===== config.mk =====
export PLATFORM = sky130hd
export DESIGN_NAME = ti_adc_deskew_retimer
export DESIGN_NICKNAME = d
export VERILOG_FILES = /design/src/rtl/ti_adc_pkg.sv /design/src/rtl/ti_adc_slice_dly.sv /design/src/rtl/ti_adc_deskew_retimer.sv
export SDC_FILE = /design/constraint.sdc
export NUM_CORES = 1
export LEC_CHECK = 0
export BUFFER_PORTS_ARGS = -buffer_cell sky130_fd_sc_hd__buf_2
export CORE_MARGIN = 2
export CORE_UTILIZATION = 43
export DETAILED_ROUTE_END_ITERATION = 10
export GPL_TIMING_DRIVEN = 0
export HOLD_SLACK_MARGIN = 0.03
export PLACE_DENSITY = 0.64
export SYNTH_ARGS = -nofsm -noshare
export SYNTH_HDL_FRONTEND = slang
export SYNTH_SLANG_ARGS = --single-unit

===== constraint.sdc =====
create_clock -name clk -period 7 [get_ports clk]
set_clock_uncertainty 0.15 [all_clocks]
set_input_delay 0.35 -clock clk [delete_from_list [all_inputs] [get_ports clk]]
set_output_delay 0.35 -clock clk [all_outputs]
set_load 0.03 [all_outputs]

===== src/rtl/ti_adc_pkg.sv =====
// Shared types and helpers for the TI-ADC deskew retimer: code formats,
// width-generic conversion and saturation, and fill/delay-select sizing.
package ti_adc_pkg;

  typedef enum logic [1:0] {
    TI_FMT_OFFBIN  = 2'd0,
    TI_FMT_TWOS    = 2'd1,
    TI_FMT_SIGNMAG = 2'd2,
    TI_FMT_RSVD    = 2'd3
  } ti_fmt_e;

  localparam int TI_NDLY_DEF = 3;
  localparam int TI_FILL_DEF = TI_NDLY_DEF + 32'sd2;
  localparam int TI_DSW_DEF  = $clog2(TI_NDLY_DEF + 32'sd1);

  function automatic int ti_fill_target(input int ndly);
    return ndly + 32'sd2;
  endfunction

  function automatic int ti_dsel_width(input int ndly);
    return $clog2(ndly + 32'sd1);
  endfunction

  // Raw w-bit code (0..2^w-1) to its signed value; reserved format decodes as offset-binary.
  function automatic int ti_conv(input int code, input int w, input ti_fmt_e fmt);
    int half;
    int mag;
    half = 32'sd1 <<< (w - 32'sd1);
    mag  = code & (half - 32'sd1);
    case (fmt)
      TI_FMT_TWOS:    ti_conv = (code >= half) ? code - (half <<< 1) : code;
      TI_FMT_SIGNMAG: ti_conv = (code >= half) ? -mag : mag;
      default:        ti_conv = code - half;
    endcase
  endfunction

  function automatic int ti_sat(input int v, input int w);
    int hi;
    int lo;
    hi = (32'sd1 <<< (w - 32'sd1)) - 32'sd1;
    lo = -(32'sd1 <<< (w - 32'sd1));
    if (v > hi) begin
      ti_sat = hi;
    end else if (v < lo) begin
      ti_sat = lo;
    end else begin
      ti_sat = v;
    end
  endfunction

endpackage


===== src/rtl/ti_adc_slice_dly.sv =====
// One slice's capture delay line (depth Ndly+1) with a clamped tap selector.
module ti_adc_slice_dly
  import ti_adc_pkg::*;
#(
  parameter int Nadc = 8,
  parameter int Ndly = TI_NDLY_DEF
) (
  input  logic                            clk,
  input  logic                            rstn,
  input  logic                            en,
  input  logic [Nadc-1:0]                 din,
  input  logic [ti_dsel_width(Ndly)-1:0]  dly_sel,
  output logic [Nadc-1:0]                 dout
);

  localparam int DSW = ti_dsel_width(Ndly);
  localparam logic [DSW-1:0] DMAX = DSW'(Ndly);

  logic [Nadc-1:0] tap_r [Ndly+1];
  logic [DSW-1:0]  sel_s;

  // Capture into tap 0 and shift older samples down the line
  always_ff @(posedge clk or negedge rstn) begin
    if (!rstn) begin
      for (int k = 0; k <= Ndly; k++) tap_r[k] <= '0;
    end else if (en) begin
      tap_r[0] <= din;
      for (int k = 1; k <= Ndly; k++) tap_r[k] <= tap_r[k-1];
    end
  end

  // Tap mux; out-of-range selects clamp to the deepest tap
  always_comb begin
    if (dly_sel > DMAX) begin
      sel_s = DMAX;
    end else begin
      sel_s = dly_sel;
    end
    dout = tap_r[sel_s];
  end

endmodule


===== src/rtl/ti_adc_deskew_retimer.sv =====
// Retimes and deskews TI-ADC slice outputs, converts to two's complement,
// applies saturating per-slice offset correction and tracks pipeline fill.
module ti_adc_deskew_retimer
  import ti_adc_pkg::*;
#(
  parameter int Nadc = 8,
  parameter int Nti  = 5,
  parameter int Ndly = TI_NDLY_DEF,
  parameter int Noff = 6
) (
  input  logic                                     clk,
  input  logic                                     rstn,
  input  logic                                     en,
  input  logic [1:0]                               mode,
  input  logic [Nti-1:0][ti_dsel_width(Ndly)-1:0]  dly_sel,
  input  logic [Nti-1:0][Noff-1:0]                 ofs,
  input  logic                                     sat_clr,
  input  logic [Nti-1:0][Nadc-1:0]                 din,
  output logic [Nti-1:0][Nadc-1:0]                 dout,
  output logic                                     dout_valid,
  output logic [Nti-1:0]                           sat_flag
);

  localparam int DSW  = ti_dsel_width(Ndly);
  localparam int FILL = ti_fill_target(Ndly);
  localparam int CW   = $clog2(FILL + 32'sd1);
  localparam logic [CW-1:0] FILL_C = CW'(FILL);

  logic [Nti-1:0][DSW-1:0]  dly_r;
  logic [Nti-1:0][DSW-1:0]  dly_sh_r;
  logic [Nti-1:0][Nadc-1:0] tap_s;
  logic [Nti-1:0][Nadc-1:0] res_s;
  logic [Nti-1:0]           clip_s;
  logic [CW-1:0]            fill_r;
  logic [CW-1:0]            fill_next_s;
  int                       conv_v;
  int                       wide_v;
  int                       sat_v;

  for (genvar g = 0; g < Nti; g++) begin : g_slice
    ti_adc_slice_dly #(
      .Nadc (Nadc),
      .Ndly (Ndly)
    ) u_dly (
      .clk     (clk),
      .rstn    (rstn),
      .en      (en),
      .din     (din[g]),
      .dly_sel (dly_r[g]),
      .dout    (tap_s[g])
    );
  end

  // Stage-1 datapath; the int-wide sum cannot overflow since Noff<=Nadc
  always_comb begin
    res_s  = '0;
    clip_s = '0;
    conv_v = 32'sd0;
    wide_v = 32'sd0;
    sat_v  = 32'sd0;
    for (int i = 0; i < Nti; i++) begin
      conv_v    = ti_conv(int'(tap_s[i]), Nadc, ti_fmt_e'(mode));
      wide_v    = conv_v + int'($signed(ofs[i]));
      sat_v     = ti_sat(wide_v, Nadc);
      clip_s[i] = (sat_v != wide_v);
      res_s[i]  = Nadc'(sat_v);
    end
  end

  // Fill restarts on a stall or whenever the registered delay select moves
  always_comb begin
    if (!en || (dly_r != dly_sh_r)) begin
      fill_next_s = '0;
    end else if (fill_r == FILL_C) begin
      fill_next_s = fill_r;
    end else begin
      fill_next_s = fill_r + CW'(1'b1);
    end
  end

  // Delay-select register, its shadow, fill counter and valid flag
  always_ff @(posedge clk or negedge rstn) begin
    if (!rstn) begin
      dly_r      <= '0;
      dly_sh_r   <= '0;
      fill_r     <= '0;
      dout_valid <= 1'b0;
    end else begin
      dly_r      <= dly_sel;
      dly_sh_r   <= dly_r;
      fill_r     <= fill_next_s;
      dout_valid <= (fill_next_s == FILL_C);
    end
  end

  // Output samples and sticky clip flags; a clear beats a same-edge clip
  always_ff @(posedge clk or negedge rstn) begin
    if (!rstn) begin
      dout     <= '0;
      sat_flag <= '0;
    end else begin
      if (en) dout <= res_s;
      for (int i = 0; i < Nti; i++) begin
        if (sat_clr) begin
          sat_flag[i] <= 1'b0;
        end else if (en && clip_s[i]) begin
          sat_flag[i] <= 1'b1;
        end
      end
    end
  end

endmodule


==> flow_summary.json <==
{
  "outcome": "finished, final reports clean",
  "cp_common_cell": "or3_1",
  "fin_crit_sh": 0.9184,
  "drv_slew": 0,
  "post-cts-setup-buffer-count": 0,
  "synth_seq_cells": 229,
  "worstSetupPathType": "register to register",
  "die_area_um2": 39340,
  "rows": 71,
  "grt_pass1_wl_mm": 69.60,
  "max_freq_mhz": 155.5,
  "finalSetupTns_ps": 0,
  "worst-path-stages": 21,
  "netlist_top_cells_area": "dfrtp_1 35%, mux2_2 11%, ha_1 7.2%",
  "ir_worst_vdd_mv": 0.2319,
  "critPathBufInv": 3,
  "die_w_um": 198.3,
  "ys_types": 82,
  "cts_resized": 0,
  "avgSynthCellArea_um2": 9.843,
  "die_y_um": 198.3,
  "dp_slack_ps": 465.5,
  "cts_made_buffers": 27,
  "async_flop_share": 1.000,
  "synth_edf_count": 0,
  "leakage_nw": 8.105,
  "vias": 13510,
  "clock_sinks": 229,
  "crit_fanout": 10,
  "clock_path_buffers": 3,
  "grt-ovfl-total": 0,
  "path_cells": "clkbuf_1 > mux4_2 > or3_1 > or3_1 > or3_1 > a21oi_2 > o21ai_0 > ha_1 > clkbuf_1 > a21oi_1 > o21a_1 > nand3_1 > or2_2 > a2111o_1 > nor4_1 > nand3_1 > ha_1 > buf_1 > nor2_1 > a41o_1 > a211oi_1",
  "r2r-start": "dly_r[3]",
  "gp_congestion": 0.9325,
  "place_hpwl_mm": 33.01,
  "wl_per_cell_um": 18.31,
  "drive_gt1_frac": 0.2221,
  "r2r_cells": 21,
  "cp_top_family": "simple AND/OR/NAND/NOR gates",
  "ios": 132,
  "setup_violations": 0,
  "cts_tree": "built",
  "tightest_slew_ps": 1146,
  "port-buffer-count": 130,
  "final_hold_viol_count": 0,
  "relSlewSlack": 0.2360,
  "diodes": 0,
  "wl_met3_mm": 1.858,
  "finalCriticalPeriod_ps": 6429,
  "n_fill_cell": 3426,
  "yosys-top-cells-count": "229 x dfrtp_1, 164 x mux2_2, 124 x nand2_1, 121 x o21ai_0, 108 x nor2_1",
  "maxCapViolCount": 0,
  "yosys_warnings": 0,
  "powerDensity_nw_per_um2": 308.7,
  "ys.flop_type": "dfrtp_1",
  "cts_htree_levels": 1,
  "critPathSlowestCell": "clkbuf_1",
  "required_ps": 7320,
  "syn_to_final_growth_pct": 16.86,
  "nNetsFinal": 2046,
  "r2r_end": "sat_flag[1]",
  "yosysMostFrequentCell": "dfrtp_1",
  "viasPerCell": 5.644,
  "drtIter0Drc": 724,
  "seq_area_frac_synth": 0.3529,
  "crit_path_end": "sat_flag[1]",
  "cts.clk_slew.worst_paths_ps": 60,
  "syn_area_um2": 16240,
  "hold_path.class": "input port to register",
  "route.met2.wl_mm": 19.67,
  "arrival_ps": 6750,
  "drcViolationCount": 0,
  "rsz0062_at_grt": "no",
  "grt_pass1_vias": 13060,
  "top_layer": "met4",
  "yosysTopAreaCell": "dfrtp_1",
  "worstSetupEndpointType": "register",
  "hold_start": "ofs[6]",
  "critPathLaunch": "dly_r[3]",
  "synth_top_area_frac": 0.3529,
  "rrSetupSlack_ps": 570,
  "coreArea_um2": 37400,
  "max_stage_delay_ps": 460,
  "fin_ws_ps": 571.0,
  "antenna_found_initial": 0,
  "track_usage": 0.2229,
  "grt_max_degree": 117,
  "synthesis.nets": 1835,
  "start_kind": "register",
  "drt-met1-wl_mm": 21.08,
  "clk-insertion-delay-late_ps": 570,
  "drt_wl_total_mm": 43.81,
  "first_pass_iters": 5,
  "root_buffer": "clkbuf_16",
  "antenna_left": 0,
  "syn_inst": 1650,
  "start_util": 0.4342
}
## state kept, by name, indices dropped and copies added, names as in the netlist
signal,count
dly_r,10
dout,40
dly_sh_r,10
fill_r,3
dout_valid,1
g_slice.u_dly.tap_r,160
sat_flag,5
## routing by layer
metal | GRT usage | up-vias
li1 | - | 6545
met1 | 0.3153 | 6581
met2 | 0.3584 | 309
met3 | 0.02998 | 70
met4 | 0.06071 | 0
met5 | 0 | -
## placed cells by master, fill, tap and decap left out, drive strengths merged, types with 17 or more instances in the layout
cell type	n
dfrtp	229
mux2	164
buf	142
nand2	124
o21ai	123
clkbuf	112
nor2	108
a21oi	100
ha	94
inv	61
xor2	52
dlygate4sd3	52
mux4	38
a21o	32
xnor2	30
o22a	28
nand3	27
nor3	26
nand2b	19
nor2b	19
o21a	18
or3	18
mux2i	17
## stage by stage
step / util / hold WS [ps] / power [mW] / std cells / cell area (um^2)
2_1_floorplan: - / -95.59 / 3.746 / 1650 / 16240
3_3_place_gp: 0.4687 / 205.8 / 4.369 / 2291 / 17530
3_5_place_dp: 0.4697 / 216.9 / 4.425 / 2292 / 17570
4_1_cts: 0.5076 / 120.5 / 5.889 / 2394 / 18980
5_1_grt: 0.5075 / 139.5 / 6.266 / 2393 / 18980
6_report: 0.5075 / 147.9 / 5.860 / 2393 / 18980
## what timing repair did
item,4_1_cts,5_1_grt
hold buffers,52,0
hold endpoints to repair,165,0
setup endpoints to repair,0,7
## logic make-up (layout without fill, tap and decap cells)
kind of cell	after synthesis	after routing	synth area share
mux	219	219	0.1769
fa+ha+maj	99	99	0.07858
compound gates	433	433	0.1760
xor+xnor	82	82	0.04422
simple gates	442	442	0.1364
buf+inv	146	378	0.03498
flops	229	229	0.3529
## how the worst min path moves through the flow
| stage | endpoint | depth (start not counted) |
|---|---|---|
| after global placement | dly_sh_r[1] | 0 |
| after detailed placement | dly_sh_r[4] | 0 |
| after global routing | dout[8] | 4 |
| after CTS | dout[8] | 4 |
| after floorplan | dly_r[0] | 0 |
| final | dout[8] | 4 |
## power breakdown
part | switching, mW | total (mW) | internal, mW
Sequential | 0.169 | 1.77 | 1.60
Clock | 0.599 | 1.42 | 0.819
Combinational | 1.59 | 2.67 | 1.08
Total | 2.36 | 5.86 | 3.50
## worst min-delay path: cells and delay by family
family	cells	cell delay, ps
compound gates	1	120
simple gates	1	130
buf+inv	1	80
fa+ha+maj	1	140
## area by class of cell
| class | count | area, um^2 | area share |
|---|---|---|---|
| multi-input cells | 1275 | 9942 | 0.5238 |
| flip-flops and latches | 229 | 5731 | 0.3019 |
| repair buffers | 183 | 1209 | 0.06368 |
| clock buffers | 35 | 725.7 | 0.03824 |
| well taps | 511 | 639.4 | 0.03369 |
| plain buffers | 88 | 350.3 | 0.01846 |
| inverters | 57 | 214.0 | 0.01127 |
| clock inverters | 15 | 168.9 | 0.008900 |
Note: power is estimated with default switching activity, not from simulation.
